--- src/rtl/vend_dispenser_pkg.sv ---
// ----------------------------------------------------------------------------
// vend_dispenser_pkg : shared state encodings, coin codes and sizing helpers
// Rev 1.0
// ----------------------------------------------------------------------------
`default_nettype none

package vend_dispenser_pkg;

    typedef enum logic [2:0] {
        S_IDLE      = 3'd0,
        S_MOTOR     = 3'd1,
        S_WAIT_DROP = 3'd2,
        S_COIN      = 3'd3,
        S_GAP       = 3'd4,
        S_FAULT     = 3'd5
    } state_t;

    // Coin codes shared with the coin FSM; 2'b01 also decodes as "none".
    typedef enum logic [1:0] {
        COIN_NONE = 2'b00,
        COIN_ONE  = 2'b10,
        COIN_TWO  = 2'b11
    } coin_code_t;

    function automatic int max4(input int a, input int b, input int c, input int d);
        int m;
        m = a;
        if (b > m) m = b;
        if (c > m) m = c;
        if (d > m) m = d;
        return m;
    endfunction

    // Bits needed to hold (cycles - 1), the largest value the timer is loaded with.
    function automatic int timer_width(input int cycles);
        return (cycles <= 2) ? 1 : $clog2(cycles);
    endfunction

endpackage

`default_nettype wire

--- src/rtl/vend_dispenser_if.sv ---
// ----------------------------------------------------------------------------
// vend_dispenser_if : request/sensor inputs and actuator/status outputs
// Rev 1.0
// ----------------------------------------------------------------------------
`default_nettype none

interface vend_dispenser_if;

    logic prdt;
    logic ret;
    logic prod_sensed;
    logic fault_clr;
    logic motor_on;
    logic sol_on;
    logic busy;
    logic fault;
    logic ovf;

    modport master (
        output prdt, ret, prod_sensed, fault_clr,
        input  motor_on, sol_on, busy, fault, ovf
    );

    modport slave (
        input  prdt, ret, prod_sensed, fault_clr,
        output motor_on, sol_on, busy, fault, ovf
    );

endinterface

`default_nettype wire

--- src/rtl/vend_dispenser_timer.sv ---
// ----------------------------------------------------------------------------
// vend_dispenser_timer : loadable down-counter shared by all timed states
// Rev 1.0
// ----------------------------------------------------------------------------
`default_nettype none

module vend_dispenser_timer #(
    parameter int WIDTH = 4
) (
    input  wire logic             clock,
    input  wire logic             reset,
    input  wire logic             load,
    input  wire logic [WIDTH-1:0] load_val,
    input  wire logic             dec,
    output logic                  done
);

    logic [WIDTH-1:0] count;

    always_ff @(posedge clock) begin
        if (reset) begin
            count <= '0;
        end else if (load) begin
            count <= load_val;
        end else if (dec && (count != '0)) begin
            count <= count - 1'b1;
        end
    end

    assign done = (count == '0);

endmodule

`default_nettype wire

--- src/rtl/vend_dispenser.sv ---
// ----------------------------------------------------------------------------
// vend_dispenser : queues product/coin-return pulses and sequences the actuators
// Rev 1.0
// ----------------------------------------------------------------------------
`default_nettype none

module vend_dispenser
    import vend_dispenser_pkg::*;
#(
    parameter int MOTOR_CYCLES = 8,
    parameter int DROP_TIMEOUT = 16,
    parameter int SOL_CYCLES   = 4,
    parameter int GAP_CYCLES   = 2,
    parameter int PEND_W       = 2
) (
    input  wire logic      clock,
    input  wire logic      reset,
    vend_dispenser_if.slave bus
);

    localparam int TMAX = max4(MOTOR_CYCLES, DROP_TIMEOUT, SOL_CYCLES, GAP_CYCLES);
    localparam int TW   = timer_width(TMAX);

    localparam logic [TW-1:0] MOTOR_LD = TW'(MOTOR_CYCLES - 1);
    localparam logic [TW-1:0] DROP_LD  = TW'(DROP_TIMEOUT - 1);
    localparam logic [TW-1:0] SOL_LD   = TW'(SOL_CYCLES - 1);
    localparam logic [TW-1:0] GAP_LD   = TW'(GAP_CYCLES - 1);

    state_t              state, state_nxt;
    logic [PEND_W-1:0]   prdt_pend, ret_pend;
    logic [PEND_W-1:0]   prdt_pend_nxt, ret_pend_nxt;
    logic                prdt_lost, ret_lost;
    logic                prdt_dec, ret_dec;
    logic                t_load, t_dec, t_done;
    logic [TW-1:0]       t_val;
    logic                motor_q, sol_q, busy_q, fault_q, ovf_q;

    // Returns {lost, next_count}; a simultaneous increment and decrement cancel.
    function automatic logic [PEND_W:0] pend_step(input logic [PEND_W-1:0] cnt,
                                                  input logic inc, input logic dec);
        logic              lost;
        logic [PEND_W-1:0] n;
        lost = 1'b0;
        n    = cnt;
        if (inc && !dec) begin
            if (&cnt) lost = 1'b1;
            else      n    = cnt + 1'b1;
        end else if (dec && !inc) begin
            n = cnt - 1'b1;
        end
        return {lost, n};
    endfunction

    vend_dispenser_timer #(.WIDTH(TW)) u_timer (
        .clock    (clock),
        .reset    (reset),
        .load     (t_load),
        .load_val (t_val),
        .dec      (t_dec),
        .done     (t_done)
    );

    always_comb begin
        state_nxt = state;
        case (state)
            S_IDLE: begin
                if (prdt_pend != '0)     state_nxt = S_MOTOR;
                else if (ret_pend != '0) state_nxt = S_COIN;
            end
            S_MOTOR:     if (t_done) state_nxt = S_WAIT_DROP;
            S_WAIT_DROP: begin
                if (bus.prod_sensed) state_nxt = S_GAP;
                else if (t_done)     state_nxt = S_FAULT;
            end
            S_COIN:      if (t_done) state_nxt = S_GAP;
            S_GAP:       if (t_done) state_nxt = S_IDLE;
            S_FAULT:     if (bus.fault_clr) state_nxt = S_IDLE;
            default:     state_nxt = S_IDLE;
        endcase

        // Every state change reloads the timer with the new state's duration.
        t_load = (state_nxt != state);
        t_dec  = !t_load;
        case (state_nxt)
            S_MOTOR:     t_val = MOTOR_LD;
            S_WAIT_DROP: t_val = DROP_LD;
            S_COIN:      t_val = SOL_LD;
            S_GAP:       t_val = GAP_LD;
            default:     t_val = '0;
        endcase

        prdt_dec = (state == S_WAIT_DROP) && bus.prod_sensed;
        ret_dec  = (state == S_IDLE) && (state_nxt == S_COIN);
        {prdt_lost, prdt_pend_nxt} = pend_step(prdt_pend, bus.prdt, prdt_dec);
        {ret_lost,  ret_pend_nxt}  = pend_step(ret_pend,  bus.ret,  ret_dec);
    end

    always_ff @(posedge clock) begin
        if (reset) begin
            state     <= S_IDLE;
            prdt_pend <= '0;
            ret_pend  <= '0;
            motor_q   <= 1'b0;
            sol_q     <= 1'b0;
            busy_q    <= 1'b0;
            fault_q   <= 1'b0;
            ovf_q     <= 1'b0;
        end else begin
            state     <= state_nxt;
            prdt_pend <= prdt_pend_nxt;
            ret_pend  <= ret_pend_nxt;
            motor_q   <= (state_nxt == S_MOTOR);
            sol_q     <= (state_nxt == S_COIN);
            fault_q   <= (state_nxt == S_FAULT);
            busy_q    <= (state_nxt != S_IDLE) || (prdt_pend_nxt != '0) || (ret_pend_nxt != '0);
            ovf_q     <= ovf_q | prdt_lost | ret_lost;
        end
    end

    assign bus.motor_on = motor_q;
    assign bus.sol_on   = sol_q;
    assign bus.busy     = busy_q;
    assign bus.fault    = fault_q;
    assign bus.ovf      = ovf_q;

endmodule

`default_nettype wire

--- src/flat_wrapper.sv ---
// flat-port wrapper written by rule: the top's interface ports become plain ports
module vend_dispenser_flat import vend_dispenser_pkg::*;
#(
    parameter int MOTOR_CYCLES = 8,
    parameter int DROP_TIMEOUT = 16,
    parameter int SOL_CYCLES   = 4,
    parameter int GAP_CYCLES   = 2,
    parameter int PEND_W       = 2
)
  (clock, reset, bus_prdt, bus_ret, bus_prod_sensed, bus_fault_clr, bus_motor_on, bus_sol_on, bus_busy, bus_fault, bus_ovf);
  vend_dispenser_if bus_i ();
  input  wire logic clock;
  input  wire logic reset;
  input wire logic [$bits(bus_i.prdt)-1:0] bus_prdt;
  input wire logic [$bits(bus_i.ret)-1:0] bus_ret;
  input wire logic [$bits(bus_i.prod_sensed)-1:0] bus_prod_sensed;
  input wire logic [$bits(bus_i.fault_clr)-1:0] bus_fault_clr;
  output wire logic [$bits(bus_i.motor_on)-1:0] bus_motor_on;
  output wire logic [$bits(bus_i.sol_on)-1:0] bus_sol_on;
  output wire logic [$bits(bus_i.busy)-1:0] bus_busy;
  output wire logic [$bits(bus_i.fault)-1:0] bus_fault;
  output wire logic [$bits(bus_i.ovf)-1:0] bus_ovf;
  assign bus_i.prdt = bus_prdt;
  assign bus_i.ret = bus_ret;
  assign bus_i.prod_sensed = bus_prod_sensed;
  assign bus_i.fault_clr = bus_fault_clr;
  assign bus_motor_on = bus_i.motor_on;
  assign bus_sol_on = bus_i.sol_on;
  assign bus_busy = bus_i.busy;
  assign bus_fault = bus_i.fault;
  assign bus_ovf = bus_i.ovf;
  vend_dispenser #(.MOTOR_CYCLES(MOTOR_CYCLES), .DROP_TIMEOUT(DROP_TIMEOUT), .SOL_CYCLES(SOL_CYCLES), .GAP_CYCLES(GAP_CYCLES), .PEND_W(PEND_W)) u_core (.clock(clock), .reset(reset), .bus(bus_i));
endmodule
--- config.mk ---
export PLATFORM = sky130hd
export DESIGN_NAME = vend_dispenser_flat
export DESIGN_NICKNAME = d
export VERILOG_FILES = /design/src/rtl/vend_dispenser_pkg.sv /design/src/rtl/vend_dispenser_if.sv /design/src/rtl/vend_dispenser_timer.sv /design/src/rtl/vend_dispenser.sv /design/src/flat_wrapper.sv
export SDC_FILE = /design/constraint.sdc
export NUM_CORES = 1
export LEC_CHECK = 0
export ABC_CLOCK_PERIOD_IN_PS = 5100
export CAP_MARGIN = 10
export CORE_ASPECT_RATIO = 1.25
export CORE_UTILIZATION = 30
export CTS_BUF_LIST = sky130_fd_sc_hd__clkbuf_8
export CTS_CLUSTER_SIZE = 12
export DETAILED_ROUTE_END_ITERATION = 10
export DONT_BUFFER_PORTS = 1
export HOLD_SLACK_MARGIN = 0.05
export PLACE_DENSITY = 0.53
export SKIP_CTS_REPAIR_TIMING = 1
export SKIP_LAST_GASP = 1
export SYNTH_ARGS = -nofsm -noshare
export SYNTH_HDL_FRONTEND = slang
export SYNTH_SLANG_ARGS = --single-unit
--- constraint.sdc ---
create_clock -name clock -period 5.1 [get_ports clock]
set_input_delay 0.51 -clock clock [delete_from_list [all_inputs] [get_ports clock]]
set_output_delay 0.51 -clock clock [all_outputs]
set_load 0.02 [all_outputs]
==> impl_metrics.csv, run 1 <==
group,metric,value,unit
timing,tns,0,ns
yosys,synth_nets,137,
setup_path,startpoint,"u_core.u_timer.count[0]",
global_routing,grt_pass1_vias,842,
placed_design,dp_slack,2.87,ns
hold_path,min_to,"u_core.u_timer.count[2]",
timing,postLayoutSetupSlackWorst,2.81,ns
final_layout,fin_util,33.2,%
final_layout,diodes,0,
yosys,synth.largest_area_cell,"dfxtp_1",
final_layout,drive_above_1_share,11.8,%
timing,rsz0062_at_grt,"no",
route,vias,908,
final_layout,ff_latch_area,320,sq um
route,wl_per_cell,14.7,microns
setup_path,crit_path_end_kind,"register",
floorplanning,die_height,69.7,microns
global_routing,grt_first_pass_wirelength,3.95,mm
timing,slew_violations,0,
setup_path,reg2reg_slack,2.81,ns
setup_path,worstPathArrival,2.48,ns
global_routing,track_usage,12.6,%
placed_design,numPortBuffers,0,
floorplanning,die_x,56.2,microns
placed_design,hpwl,1.70,mm
route,drc,0,
floorplanning,initial_core_util,31.6,%
yosys,synthCells,124,
route,dr.pass1.iters,5,
final_layout,fillers,363,
timing,fin_crit_sh,44.9,%
global_routing,grt_max_degree,19,
global_routing,grt_antenna_before_repair,0,
outcome,status,"finished clean",
clocking,clockBufferDepth,2,
power_and_ir_drop,pwr_density_cell,678,mW/mm^2
timing,fin_skew,0.00576,ns
yosys,synthTopCellsByArea,"dfxtp_1, ha_1, nand3b_1, nor2_1, a21oi_1",
power_and_ir_drop,swShare,46.7,%
timing,hold_viol,0,
floorplanning,row_count,24,
clocking,clk_latency,0.25,ns
timing,tightest_slew,0.714,ns
global_routing,grt_overflow_total,0,
yosys,yosysSeqAreaShare,29.1,%
setup_path,worstReg2RegStart,"u_core.u_timer.count[0]",
final_layout,syn_to_final_growth,5.12,%
power_and_ir_drop,leakage,0.423,nW
yosys,synth-edff-count,0,
yosys,ys_async_sr_fraction,0,%
yosys,synth_most_common_cell,"dfxtp_1",
clocking,path_clk_slew,0.07,ns
timing,setup_viol,0,
hold_path,min_path_cells,1,
setup_path,worstRegToRegCells,8,
final_layout,finalInstanceArea,0.00116,sq mm
floorplanning,core_area,0.00348,sq mm
yosys,synthFlopType,"dfxtp_1",
power_and_ir_drop,power_frac_seq,30.5,%
setup_path,critical_path_peak_fanout,10,
placed_design,postPlaceCellArea,0.00110,sq mm
floorplanning,io_pins,11,
final_layout,final_nets,133,
floorplanning,dieArea,0.00391,sq mm
yosys,ys_ff_latch,16,
clocking,cts_made_buffers,3,
setup_path,r2r_end,"u_core.u_timer.count[3]",
yosys,synthTopCellsByCount,"dfxtp_1, nor2_1, nand3b_1",
power_and_ir_drop,power.internal,0.418,mW
setup_path,start_kind,"register",
clocking,htreeDepth,1,
route,viasPerCell,5.75,
power_and_ir_drop,comb_power_share,54.9,%
route,route.antenna.remaining_nets,0,
clocking,tritoncts,"done",
yosys,synth.top_cell.area_share,29.1,%
hold_path,hp-start,"reset",
power_and_ir_drop,p_switching,0.367,mW
power_and_ir_drop,clockPowerShare,14.6,%
timing,max_freq,436,MHz
timing,fin_crit,2.29,ns
yosys,yosysWarningCount,0,
yosys,syn_area_per_cell,8.87,sq um
clocking,cts.sinks,16,
route,drt_wl_total,2.33,mm
setup_path,crit_type,"register to register",
placed_design,gp_congestion,0.795,
route,drt_iter0_drc,34,
hold_path,hold_class,"primary input to register",
timing,hold_slack,0.320,ns
yosys,synth_area,0.00110,sq mm
flow_run,max_cap_viol_count,0,
clocking,cts_root_buffer,"clkbuf_8",
final_layout,multiInputGateArea,702,sq um
timing,relSlewSlack,51.7,%
power_and_ir_drop,peakVddDrop,0.354,mV
yosys,yosysUniqueCellTypes,48,
setup_path,cp.required,5.29,ns
-- critical path: stages (launching register included) --
cell	delay, ns
dfxtp_1	0.32
inv_1	0.06
ha_1	0.25
or3b_1	0.51
o2111ai_1	0.21
a211oi_1	0.31
o311a_1	0.36
a32oi_1	0.08
nor2_1	0.13
-- flip-flops by register name, summed over array words and instances (netlist names) --
signal / flops
u_core.u_timer.count: 4
u_core.state: 3
u_core.prdt_pend: 2
u_core.ret_pend: 2
u_core.bus.busy: 1
u_core.bus.fault: 1
u_core.bus.motor_on: 1
u_core.bus.ovf: 1
u_core.bus.sol_on: 1
-- worst max path at each step --
stage | slack [ns] | endpoint | cells past startpoint
after global placement | 2.87 | u_core.u_timer.count[0] | 7
after detailed placement | 2.87 | u_core.u_timer.count[0] | 7
final | 2.81 | u_core.u_timer.count[3] | 8
after CTS | 2.84 | u_core.bus.busy | 8
after global routing | 2.65 | u_core.u_timer.count[3] | 8
after floorplan | 3.06 | u_core.u_timer.count[0] | 9
-- cell usage in the layout (no fill, tap or decap), drive strengths merged --
cell     synthesis  final
and3b            1      1
nor3             4      4
a32oi            2      2
nand3b           9      9
nand2            5      5
o311ai           1      1
ha               7      7
a32o             1      1
a211o            1      1
nor4             1      1
dfxtp           16     16
a2111oi          1      1
o311a            2      2
or3              2      2
mux2i            1      1
xor2             2      2
a21oi            6      6
inv              8      8
nor3b            1      1
o211ai           3      3
a311oi           3      3
a211oi           1      1
nor4b            1      1
o31ai            3      3
and4bb           1      1
clkbuf           2      4
a22oi            1      1
nor2            15     15
a31oi            2      2
nand2b           3      3
o21ai            1      1
nand3            2      2
o2111ai          1      1
a21o             1      1
xnor2            2      2
or3b             2      2
a41oi            1      1
o21bai           1      1
-- per-layer routing --
metal,share of wire [%],track usage [%],vias up
met2,51,20.9,19
met3,3.3,2.61,2
met4,0.56,3.25,0
met1,45,16.4,438
li1,-,-,449
met5,0,0,-
-- layout make-up --
| class | instances | share of cell area [%] |
|---|---|---|
| clock buffer | 4 | 4.76 |
| multi-input combinational | 91 | 60.7 |
| tap | 39 | 4.22 |
| sequential | 16 | 27.7 |
| inverter | 8 | 2.60 |
-- power groups by stage --
stage | Combinational, mW | Sequential, mW | Clock [mW]
floorplan | 0.411 | 0.200 | 0
detailed placement | 0.426 | 0.242 | 0
global placement | 0.423 | 0.240 | 0
global route | 0.480 | 0.249 | 0.123
CTS | 0.429 | 0.240 | 0.119
finish | 0.430 | 0.239 | 0.115
-- through the flow --
stage | std cells | power, mW
floorplan | 124 | 0.611
global placement | 154 | 0.663
detailed placement | 154 | 0.668
CTS | 158 | 0.788
global route | 158 | 0.852
finish | 158 | 0.784
-- logic make-up (layout without fill, tap and decap cells) --
logic type,after synthesis,after routing,synth area share [%]
AO/OA/AOI/OAI,32,32,26.8
XOR/XNOR,4,4,3.19
adder cells (fa/ha/maj),7,7,7.96
buffers and inverters,17,12,7.05
flip-flops,16,16,29.1
multiplexers,1,1,0.910
AND/OR/NAND/NOR,47,47,24.9
No activity file was read; power rests on OpenSTA's default activity.
==> inputs of run 2 (changes only) <==
Settings changed: ABC_AREA from default to 1, ABC_CLOCK_PERIOD_IN_PS 5100 to 2300.
Clock period 5.1 ns to 2.3 ns, I/O delays scaled along.
==> run 2 against run 1 <==
  * Non-clock buffer count increased by 1
  * Design area increased by 7.1%
  * Die area increased by 2.5%
  * Synthesized area increased by 2.6%
  * Largest cell class unchanged
  * Sequential share of layout area decreased by 1.8 points
  * Highest routed layer unchanged
  * Setup slack got worse by 2.4 ns
==> impl_metrics.csv, run 2 <==
group,metric,value,unit
yosys,synth-edff-count,0,
floorplanning,die_x,56.9,microns
floorplanning,io_pins,11,
power_and_ir_drop,peakVddDrop,0.498,mV
setup_path,worst-path-buf-inv,2,
clocking,htreeDepth,1,
hold_path,hold_class,"primary input to register",
global_routing,grt_first_pass_wirelength,4.20,mm
setup_path,slowest_delay,0.30,ns
timing,postLayoutSetupSlackWorst,0.455,ns
setup_path,crit_type,"register to register",
clocking,cts_made_buffers,3,
global_routing,grt_antenna_before_repair,0,
setup_path,cp.required,2.45,ns
floorplanning,initial_core_util,31.9,%
yosys,synth.top_cell.area_share,28.4,%
placed_design,dp_slack,0.474,ns
setup_path,worstPathArrival,2.00,ns
yosys,synth_area,0.00113,sq mm
final_layout,diodes,0,
yosys,syn_area_per_cell,6.24,sq um
final_layout,finalNonFillerCells,224,
yosys,synthCells,181,
yosys,yosysWarningCount,0,
global_routing,grt_max_degree,15,
route,drt_iter0_drc,26,
timing,fin_skew,0.00302,ns
clocking,path_clk_slew,0.06,ns
timing,slew_violations,0,
clocking,cts.sinks,16,
setup_path,cp_common_cell,"nand2_1",
final_layout,finalInstanceArea,0.00124,sq mm
timing,fin_crit,1.84,ns
route,vias,1014,
setup_path,cpMaxStageDelayCell,"dfxtp_1",
timing,relSlewSlack,69.7,%
yosys,synthTopCellsByArea,"dfxtp_1, nand2_1, nor2_1, inv_1, ha_1",
route,drc,0,
floorplanning,die_height,70.6,microns
yosys,synth_most_common_cell,"nand2_1",
timing,max_freq,542,MHz
route,dr.pass1.iters,4,
final_layout,final_cell_mix,"nand2_1, nor2_1, inv_1, dfxtp_1, nand3_1",
yosys,yosysUniqueCellTypes,25,
outcome,status,"finished clean",
yosys,synthTopCellsByCount,"nand2_1, nor2_1, inv_1",
hold_path,hp-start,"reset",
placed_design,hpwl,1.90,mm
timing,hold_slack,0.0521,ns
final_layout,drive_above_1_share,11.9,%
setup_path,critPathTopFamily,"simple AND/OR/NAND/NOR gates",
final_layout,regMostFlops,"u_core.u_timer.count",
setup_path,crit_path_end_kind,"register",
yosys,yosysSeqAreaShare,28.4,%
placed_design,postPlaceCellArea,0.00117,sq mm
timing,rsz0062_at_grt,"no",
final_layout,final_nets,199,
power_and_ir_drop,leakage,0.654,nW
route,viasPerCell,4.53,
setup_path,worstReg2RegStart,"u_core.u_timer.count[0]",
clocking,clockBufferDepth,2,
placed_design,numPortBuffers,0,
placed_design,dp.cells,219,
setup_path,start_kind,"register",
route,drt_wl_total,2.42,mm
route,wl_per_cell,10.8,microns
final_layout,largest_register_ffs,4,
timing,tightest_slew,0.453,ns
yosys,synthFlopType,"dfxtp_1",
clocking,clk_latency,0.25,ns
final_layout,reg.largest.list,"u_core.u_timer.count: 4 flops, u_core.state: 3 flops",
placed_design,gp_congestion,0.831,
yosys,ys_async_sr_fraction,0,%
timing,setup_viol,0,
yosys,synth.largest_area_cell,"dfxtp_1",
setup_path,cp_cell_sequence,"inv_1 > ha_1 > nand2_1 > nor2_2 > nor2_1 > nand2_1 > nand2_1 > nor2_1 > nand2_1 > nand2_1 > nand2_1 > inv_1 > nor2_1",
yosys,ys_ff_latch,16,
timing,fin_crit_sh,80.2,%
setup_path,critical_path_peak_fanout,7,
power_and_ir_drop,pwr_density_cell,1540,mW/mm^2
final_layout,final_common_cell,"nand2_1",
final_layout,syn_to_final_growth,9.76,%
clocking,tritoncts,"done",
route,route.antenna.remaining_nets,0,
floorplanning,core_area,0.00354,sq mm
setup_path,startpoint,"u_core.u_timer.count[0]",
clocking,cts_root_buffer,"clkbuf_8",
global_routing,grt_pass1_vias,1012,
floorplanning,dieArea,0.00401,sq mm
floorplanning,row_count,24,
timing,hold_viol,0,
flow_run,max_cap_viol_count,0,
timing,tns,0,ns
yosys,synth_nets,194,
global_routing,grt_overflow_total,0,
global_routing,track_usage,13.2,%
## run 2: cell count changes after synthesis, moves of 4 or more
| cell | previous run | this run |
|---|---|---|
| nand2_1 | 4 | 46 |
| nor2_1 | 15 | 34 |
| inv_1 | 8 | 26 |
| nand3_1 | 2 | 15 |
| nand3b_1 | 9 | 0 |
| buf_2 | 5 | 0 |
| inv_2 | 0 | 4 |
| nor2_2 | 0 | 4 |
| nor3_1 | 4 | 0 |
## run 2: final cells by class
| type | instances | area [sq um] |
|---|---|---|
| fillers | 395 | 2300 |
| multi-input cells | 134 | 692 |
| flip-flops and latches | 16 | 320 |
| inverters | 30 | 113 |
| clock buffers | 4 | 55.1 |
| well taps | 39 | 48.8 |
| repair buffers | 1 | 10.0 |
## run 2: through the flow
stage / power, mW / util, %
CTS: 1.92 / 34.7
floorplan: 1.45 / -
detailed placement: 1.66 / 33.1
global placement: 1.67 / 33.1
finish: 1.90 / 35.0
global route: 2.14 / 35.0
## run 2: cells by family after synthesis
logic type,after synthesis,synth area share [%]
and+or+nand+nor,113,45.9
xor gates and xnor gates,3,2.33
AOI/OAI and AO/OA,11,5.32
DFF,16,28.4
adders and majority gates,7,7.76
buffers and inverters,31,10.3
## run 2: worst paths after layout
check                            endpoint  slack [ns]  cells past startpoint
setup / recovery  u_core.u_timer.count[0]        0.46                     13
hold / removal            u_core.state[2]        0.05                      1
setup reg to reg  u_core.u_timer.count[0]        0.46                     13
hold reg to reg        u_core.ret_pend[1]        0.55                      2
## run 2: worst register-to-register path: stages (launching register included)
cell and delay [ns]:
dfxtp_1 0.30, inv_1 0.10, ha_1 0.24, nand2_1 0.08
nor2_2 0.26, nor2_1 0.07, nand2_1 0.12, nand2_1 0.14
nor2_1 0.15, nand2_1 0.08, nand2_1 0.07, nand2_1 0.05
inv_1 0.05, nor2_1 0.04
## run 2: routing by layer
layer | global-route usage (%) | routed length [microns]
met2 | 24.1 | 1240
met1 | 14.3 | 1060
met3 | 3.47 | 80
met5 | 0 | 0
met4 | 5.69 | 36
## run 2: power breakdown
part           switching [mW]  total (mW)  internal, mW
registers              0.0963       0.470         0.373
clock network          0.0964       0.248         0.152
logic                   0.768        1.18         0.416
==> inputs of run 3 (changes only) <==
Settings changed: ABC_CLOCK_PERIOD_IN_PS 2300 to 1500, PLACE_DENSITY 0.53 to 0.54.
Clock period 2.3 ns to 1.5 ns, I/O delays scaled along.
==> run 3 against run 2 <==
  * The flow now finishes with violations (negative hold slack, negative setup slack)
  * Count of clock-buffer cells in the layout did not move
  * Routed wire length rose by 9.2%
  * Combinational power rose by 120%
  * Power rose by 97%
  * Via count rose by 11%
  * Final cell count rose by 12%
  * Design area rose by 26%
  * First-iteration DRC count fell by 38%
  * Clock skew fell by 0.0013 ns
  * Die area did not move
==> impl_metrics.csv, run 3 (synthesis gave the netlist of run 2 again) <==
group,metric,value,unit
global_routing,grt_max_degree,15,
power_and_ir_drop,pwr_density_cell,2400,mW/mm^2
clocking,cts_root_buffer,"clkbuf_8",
timing,fin_crit_sh,104,%
global_routing,grt_overflow_total,0,
final_layout,syn_to_final_growth,38.1,%
final_layout,fillers,387,
floorplanning,dieArea,0.00401,sq mm
global_routing,grt_antenna_before_repair,0,
timing,setup_viol,5,
clocking,clockBufferDepth,2,
clocking,tritoncts,"done",
setup_path,cp.required,1.65,ns
setup_path,crit_type,"register to register",
timing,hold_viol,12,
route,wl_per_cell,10.5,microns
hold_path,hold_class,"primary input to register",
global_routing,grt_first_pass_wirelength,4.68,mm
final_layout,finalNonFillerCells,251,
placed_design,hpwl,2.10,mm
setup_path,startpoint,"u_core.u_timer.count[1]",
final_layout,final_nets,226,
route,route.antenna.remaining_nets,0,
power_and_ir_drop,peakVddDrop,0.943,mV
setup_path,worstPathArrival,1.72,ns
power_and_ir_drop,leakage,0.798,nW
route,drc,0,
timing,fin_crit,1.56,ns
clocking,htreeDepth,1,
setup_path,critical_path_peak_fanout,6,
floorplanning,initial_core_util,31.9,%
final_layout,final_cell_mix,"nand2_1, nor2_1, buf_4, inv_1",
final_layout,largest_register_ffs,4,
clocking,cts.sinks,16,
timing,relSlewSlack,82.6,%
timing,postLayoutSetupSlackWorst,-0.0643,ns
placed_design,gp_congestion,0.803,
global_routing,track_usage,15.1,%
setup_path,start_kind,"register",
global_routing,grt_pass1_vias,1151,
final_layout,reg.largest.list,"u_core.u_timer.count: 4 flops, u_core.state: 3 flops",
outcome,violations,"negative hold slack, negative setup slack",
timing,tightest_slew,0.258,ns
power_and_ir_drop,finalPower,3.75,mW
route,drt_wl_total,2.64,mm
placed_design,dp.cells,246,
route,drt_iter0_drc,16,
setup_path,crit_path_end_kind,"register",
outcome,status,"finished with violations",
floorplanning,core_area,0.00354,sq mm
final_layout,drive_above_1_share,40.6,%
timing,hold_slack,-0.0449,ns
final_layout,finalInstanceArea,0.00156,sq mm
final_layout,final_common_cell,"nand2_1",
timing,slew_violations,0,
placed_design,numPortBuffers,0,
final_layout,diodes,0,
timing,rsz0062_at_grt,"yes",
route,viasPerCell,4.47,
route,dr.pass1.iters,4,
hold_path,hp-start,"reset",
flow_run,max_cap_viol_count,0,
timing,max_freq,639,MHz
clocking,cts_made_buffers,3,
placed_design,postPlaceCellArea,0.00140,sq mm
timing,fin_skew,0.00176,ns
floorplanning,die_x,56.9,microns
clocking,path_clk_slew,0.06,ns
placed_design,dp_slack,-0.114,ns
setup_path,worstReg2RegStart,"u_core.u_timer.count[1]",
clocking,clk_latency,0.25,ns
final_layout,fin_util,44.0,%
floorplanning,row_count,24,
floorplanning,die_height,70.6,microns
route,vias,1122,
timing,tns,-0.196,ns
floorplanning,io_pins,11,
final_layout,regMostFlops,"u_core.u_timer.count",
run 3: cell types whose count changed in the layout (fill, tap and decap cells not counted), sizes merged:
cell | previous run | this run
buf | 0 | 28
dlygate4sd3 | 1 | 0
run 3: power breakdown:
part           leakage, nW  internal [mW]  switching, mW
logic                0.635           1.19           1.44
clock network       0.0288          0.233          0.151
registers            0.134          0.587          0.147
total                0.798           2.01           1.74
run 3: cell type report:
cell class | instances | area (sq um) | share of cell area (%)
tap | 39 | 48.8 | 3.13
multi-input combinational | 134 | 805 | 51.6
timing repair buffer | 28 | 210 | 13.5
sequential | 16 | 328 | 21.0
clock buffer | 4 | 55.1 | 3.53
inverter | 30 | 113 | 7.22
run 3: metal layers:
metal | GRT usage (%) | routed length, microns
met1 | 15.0 | 1090
met2 | 30.2 | 1430
met3 | 3.47 | 77
met4 | 4.88 | 38
met5 | 0 | 0
run 3: final timing paths:
kind | slack (ns) | endpoint | cells after the start
hold reg to reg | 0.58 | u_core.u_timer.count[1] | 4
setup / recovery | -0.06 | u_core.u_timer.count[1] | 11
setup reg to reg | -0.06 | u_core.u_timer.count[1] | 11
hold / removal | -0.04 | u_core.state[0] | 1
run 3: critical path, stage by stage, from the launching register on:
cell and delay, ns:
dfxtp_2 0.32, inv_2 0.07, ha_4 0.16, nand2_2 0.10
nand2_1 0.09, nand3_2 0.08, nor2_4 0.19, nand2_2 0.09
nand2_4 0.10, nand3_4 0.09, o21ai_2 0.13, inv_1 0.04
